===== src/rtl/video_decimator.sv =====
// video_decimator: drops pixels by 2^hshift and lines by 2^vshift, re-packing kept pixels into full beats.
module video_decimator #(
    parameter int C_LANES  = 8,
    parameter int C_PIX_W  = 16,
    parameter int C_LINE_W = 16
) (
    input  logic                       clk,
    input  logic                       rst,
    input  logic                       cfg_en,
    input  logic [1:0]                 cfg_hshift,
    input  logic [1:0]                 cfg_vshift,
    input  logic [2:0]                 cfg_hphase,
    input  logic [2:0]                 cfg_vphase,
    input  logic                       s_valid,
    output logic                       s_ready,
    input  logic [C_LANES*C_PIX_W-1:0] s_data,
    input  logic                       s_sof,
    input  logic                       s_eol,
    output logic                       m_valid,
    input  logic                       m_ready,
    output logic [C_LANES*C_PIX_W-1:0] m_data,
    output logic [C_LANES-1:0]         m_keep,
    output logic                       m_sof,
    output logic                       m_eol,
    output logic                       err_sof,
    output logic [C_LINE_W-1:0]        stat_lines_out
);
    localparam int LW = $clog2(C_LANES);

    logic                       in_frame, line_open, sof_pend;
    logic [1:0]                 h_sh, v_sh;
    logic [2:0]                 hph, vph, g;
    logic [C_LINE_W-1:0]        line_cnt;
    logic [C_PIX_W-1:0]         acc [C_LANES];

    logic [1:0]                 h_eff, v_eff;
    logic [2:0]                 hmask, vmask, hph_eff, vph_eff, g_cur;
    logic [C_LINE_W-1:0]        l_cur;
    logic                       frame_cur, kept, completes, s_fire;
    logic [C_PIX_W-1:0]         lane [C_LANES];
    logic [C_PIX_W-1:0]         acc_nx [C_LANES];
    logic [C_LANES*C_PIX_W-1:0] nx_flat;
    logic [C_LANES-1:0]         nkeep;
    logic [LW-1:0]              src;
    int                         n;

    // An accepted sof applies its own config and restarts line/group state on the same beat.
    always_comb begin
        h_eff     = s_sof ? (cfg_en ? cfg_hshift : 2'd0) : h_sh;
        v_eff     = s_sof ? (cfg_en ? cfg_vshift : 2'd0) : v_sh;
        hmask     = (3'd1 << h_eff) - 3'd1;
        vmask     = (3'd1 << v_eff) - 3'd1;
        hph_eff   = s_sof ? cfg_hphase & hmask : hph;
        vph_eff   = s_sof ? cfg_vphase & vmask : vph;
        g_cur     = s_sof ? 3'd0 : g;
        l_cur     = s_sof ? '0 : line_cnt;
        frame_cur = s_sof | in_frame;
        kept      = frame_cur & ((l_cur[2:0] & vmask) == vph_eff);
        completes = kept & (s_eol | (g_cur == hmask));
        s_ready   = ~rst & (~kept | ~m_valid | m_ready | ~completes);
        s_fire    = s_valid & s_ready;
        n         = C_LANES >> h_eff;
        src       = '0;
        nx_flat   = '0;
        for (int j = 0; j < C_LANES; j++)
            lane[j] = s_data[j*C_PIX_W +: C_PIX_W];
        // Slot j belongs to group j / n and takes lane (j mod n)*H + phase.
        for (int j = 0; j < C_LANES; j++) begin
            src       = LW'(((j & (n - 1)) << h_eff) | int'(hph_eff));
            nkeep[j]  = (j >> (LW - int'(h_eff))) <= int'(g_cur);
            acc_nx[j] = ((j >> (LW - int'(h_eff))) == int'(g_cur)) ? lane[src] : (s_sof ? '0 : acc[j]);
            nx_flat[j*C_PIX_W +: C_PIX_W] = acc_nx[j];
        end
    end

    always_ff @(posedge clk) begin
        if (rst) begin
            in_frame       <= 1'b0;
            line_open      <= 1'b0;
            sof_pend       <= 1'b0;
            h_sh           <= '0;
            v_sh           <= '0;
            hph            <= '0;
            vph            <= '0;
            g              <= '0;
            line_cnt       <= '0;
            acc            <= '{default: '0};
            m_valid        <= 1'b0;
            m_data         <= '0;
            m_keep         <= '0;
            m_sof          <= 1'b0;
            m_eol          <= 1'b0;
            err_sof        <= 1'b0;
            stat_lines_out <= '0;
        end else begin
            err_sof <= s_fire & s_sof & ((g != 3'd0) | line_open);
            if (m_valid & m_ready & m_eol & (stat_lines_out != '1))
                stat_lines_out <= stat_lines_out + C_LINE_W'(1);
            if (s_fire) begin
                in_frame  <= frame_cur;
                line_open <= frame_cur & ~s_eol;
                sof_pend  <= (s_sof | sof_pend) & ~completes;
                line_cnt  <= l_cur + C_LINE_W'(frame_cur & s_eol);
                g         <= (kept & ~completes) ? g_cur + 3'd1 : 3'd0;
                for (int j = 0; j < C_LANES; j++)
                    acc[j] <= (kept & ~completes) ? acc_nx[j] : '0;
                if (s_sof) begin
                    h_sh           <= h_eff;
                    v_sh           <= v_eff;
                    hph            <= hph_eff;
                    vph            <= vph_eff;
                    stat_lines_out <= '0;
                end
            end
            if (s_fire & completes) begin
                m_valid <= 1'b1;
                m_data  <= nx_flat;
                m_keep  <= nkeep;
                m_sof   <= s_sof | sof_pend;
                m_eol   <= s_eol;
            end else if (m_ready) begin
                m_valid <= 1'b0;
            end
        end
    end
endmodule


===== config.mk =====
export PLATFORM = sky130hd
export DESIGN_NAME = video_decimator
export DESIGN_NICKNAME = d
export VERILOG_FILES = /design/src/rtl/video_decimator.sv
export SDC_FILE = /design/constraint.sdc
export NUM_CORES = 1
export LEC_CHECK = 0
export CORE_MARGIN = 3
export CORE_UTILIZATION = 49
export CTS_CLUSTER_DIAMETER = 80
export DETAILED_ROUTE_END_ITERATION = 8
export PLACE_DENSITY = 0.87
export SETUP_SLACK_MARGIN = 0.5
export SLEW_MARGIN = 20
export SYNTH_ARGS = -nofsm -noshare
export SYNTH_HDL_FRONTEND = slang
export SYNTH_SLANG_ARGS = --single-unit

===== constraint.sdc =====
create_clock -name clk -period 3.8 [get_ports clk]
set_clock_uncertainty 0.1 [all_clocks]
set_input_delay 0.57 -clock clk [delete_from_list [all_inputs] [get_ports clk]]
set_output_delay 0.57 -clock clk [all_outputs]
set_load 0.1 [all_outputs]

==> impl_metrics.ini <==
[status]
status = finished clean

[timing]
rsz0062_at_grt = true
worst_pin_slew_ps = 1063
finalSetupViolCount = 0
min_period_ps = 3251
timing.fmax_mhz = 307.6
hold_viol = 0
post-route-period-util = 0.8555
maxSlewViolCount = 0
slew_headroom = 0.2889
fin_setup_tns_ps = 0
fin_hold_ws_ps = 296.0

[cells_and_area]
fill_cells = 2682
area_delta_synth_final_pct = 43.02
final_layout_size_suffix_gt1_frac = 0.2009
stdcell_area_um2 = 24860
finalNetCount = 2705
fin_cells = 3019

[worst_setup_path]
cp-start-kind = flip-flop
worstPathArrival_ps = 3590
critPathCaptureType = flip-flop
crit_type = flip-flop to flip-flop
cp.required_ps = 4140
worstReg2RegEnd = m_data[17]
regToRegStartpoint = h_sh[0]
path_max_fanout = 23
rrSetupSlack_ps = 550
reg2reg_depth = 12

[floorplanning]
die_area_um2 = 37770
io_pins = 302
die_h_um = 194.3
coreArea_um2 = 34710
start_util = 0.5007
core.rowCount = 68
die_x_um = 194.3

[route]
wl_per_cell_um = 27.44
drc = 0
dr.pass1.iters = 6
ant_nets = 0
m1WireLength_um = 31450
highest_layer = met4
met3RoutedLength_um = 9181
vias_per_cell = 6.767
wirelength_um = 82840
met2_length_um = 36540
vias = 20430
first_iter_violations = 2951

[synth]
synth_top_cell_by_area = dfxtp_1
synthTopCellsByCount = dfxtp_1, a21oi_1, nand2_1
yosysUniqueCellTypes = 77
synth-edff-count = 0
synth.avg_cell_area_um2 = 8.682
ys_ff_latch = 303
syn_nets = 2170
syn_area_um2 = 17380
synth-async-reset-ratio = 0
synth_ff_type = dfxtp_1
seq_area_frac_synth = 0.3490
syn_inst = 2002
yosys.cell_count.top_type = dfxtp_1
yosysWarnings = 0
yosys.area.top_type_share = 0.3490
synthTopCellsByArea = dfxtp_1, mux2i_1, a21oi_1

[global_route]
grt_pass1_wl_um = 124100
grt_usage = 0.4204
antenna_found_initial = 0
grt_max_degree = 71
overflow = 0
grt_pass1_vias = 19720

[hold_path]
whs_path_depth = 3
holdPathEnd = h_sh[0]
min-delay-start = cfg_hshift[0]
hold_path_class = input pin to flip-flop

[power_and_ir_drop]
power.total_mw = 10.32
p_per_area_nw_per_um2 = 415.1
p_leak_nw = 9.886
ir_drop_v = 0.0003663

[clock_network]
clkTransAtPathRegs_ps = 60
cts_tree = yes
cts-root-buf = clkbuf_16
ctsHoldBuffers = 0
clock_sinks = 303
clock_latency_ps = 570
clockBufferDepth = 3
numCtsBuffers = 36
htree_levels = 2

[placed_design]
dp_hpwl_um = 61750
postPlaceCellArea_um2 = 23490
gp_congestion = 1.106
place_inst = 2941
io_buffers = 301

[flow_run]
maxCapViolCount = 0
## stage by stage
stage	util	worst slack, ps
CTS	0.7144	505.6
finish	0.7161	549.0
floorplan	-	448.7
global placement	0.6765	-310.8
global route	0.7160	470.1
detailed placement	0.6766	-361.7
## power breakdown
part           internal (mW)  switching, mW  leakage (nW)
registers               3.27         0.0656          2.45
clock network           2.03           1.48         0.584
logic                   1.31           2.16          6.85
total                   6.61           3.71          9.89
## logic make-up after synthesis
logic type | Yosys count | synth area share
and+or+nand+nor | 434 | 0.1154
muxes | 178 | 0.1101
adders and majority gates | 23 | 0.01656
xor gates and xnor gates | 22 | 0.01152
DFF | 303 | 0.3490
AOI/OAI and AO/OA | 837 | 0.3436
buffers and inverters | 205 | 0.05384
## state kept, by name (all words and copies together) (netlist names)
signal and flops:
acc 128, m_data 128, stat_lines_out 16, m_keep 8
g 3, hph 3, line_cnt 3, vph 3
h_sh 2, v_sh 2, err_sof 1, in_frame 1
line_open 1, m_eol 1, m_sof 1, m_valid 1
sof_pend 1
## critical path, stage by stage (launching register included)
cell      delay [ps]
dfxtp_2          330
nor2b_4          140
nor2_4           140
inv_2             90
ha_4             170
buf_6            120
xnor2_4          190
buf_4            180
a211o_1          330
buf_4            410
mux2i_1          430
a21oi_1          220
a311oi_1         300
## layout by cell type (no fill, tap or decap), types with 20 or more instances in the layout
master / instances
o211a_1: 45
o211ai_1: 28
a21oi_1: 201
a211oi_1: 57
and3_1: 20
nand3_1: 53
a21o_1: 34
o2bb2ai_1: 48
o22ai_1: 52
a22o_1: 34
a311oi_1: 52
and2_1: 24
o21ai_0: 99
nand2_1: 193
buf_4: 340
nor3_1: 22
clkbuf_16: 36
o221ai_1: 47
dfxtp_1: 302
buf_12: 40
nor2_1: 53
mux2i_1: 162
clkdlybuf4s50_1: 295
## metal layers
layer  global-route usage  vias up
li1                     -     8813
met1               0.5468     9777
met2               0.6621     1517
met3              0.08962      324
met4               0.2120        0
met5             0.006386        -
## final cells by class
class	count	area [um^2]	share of cell area
tap	455	569.3	0.02290
antenna	1	2.502	0.0001007
sequential	303	6067	0.2441
multi-input combinational	1494	10600	0.4262
inverter	21	78.83	0.003171
timing repair buffer	681	6365	0.2560
clock buffer	50	1013	0.04077
clock inverter	14	167.7	0.006745
## worst max-delay path by stage
stage | startpoint | end | slack (ps)
6_report | h_sh[0] | m_data[17] | 550
5_1_grt | h_sh[0] | m_data[50] | 470
4_1_cts | cfg_vshift[0] | s_ready | 510
3_5_place_dp | s_sof | m_data[109] | -360
3_3_place_gp | s_sof | m_data[109] | -310
2_1_floorplan | s_sof | s_ready | 450
## timing repair
action,CTS,global route
endpoints found under the setup margin,191,19
pin swaps,11,4
resized for setup,22,13
setup buffers,11,2
Note: power is estimated with default switching activity, not from simulation.
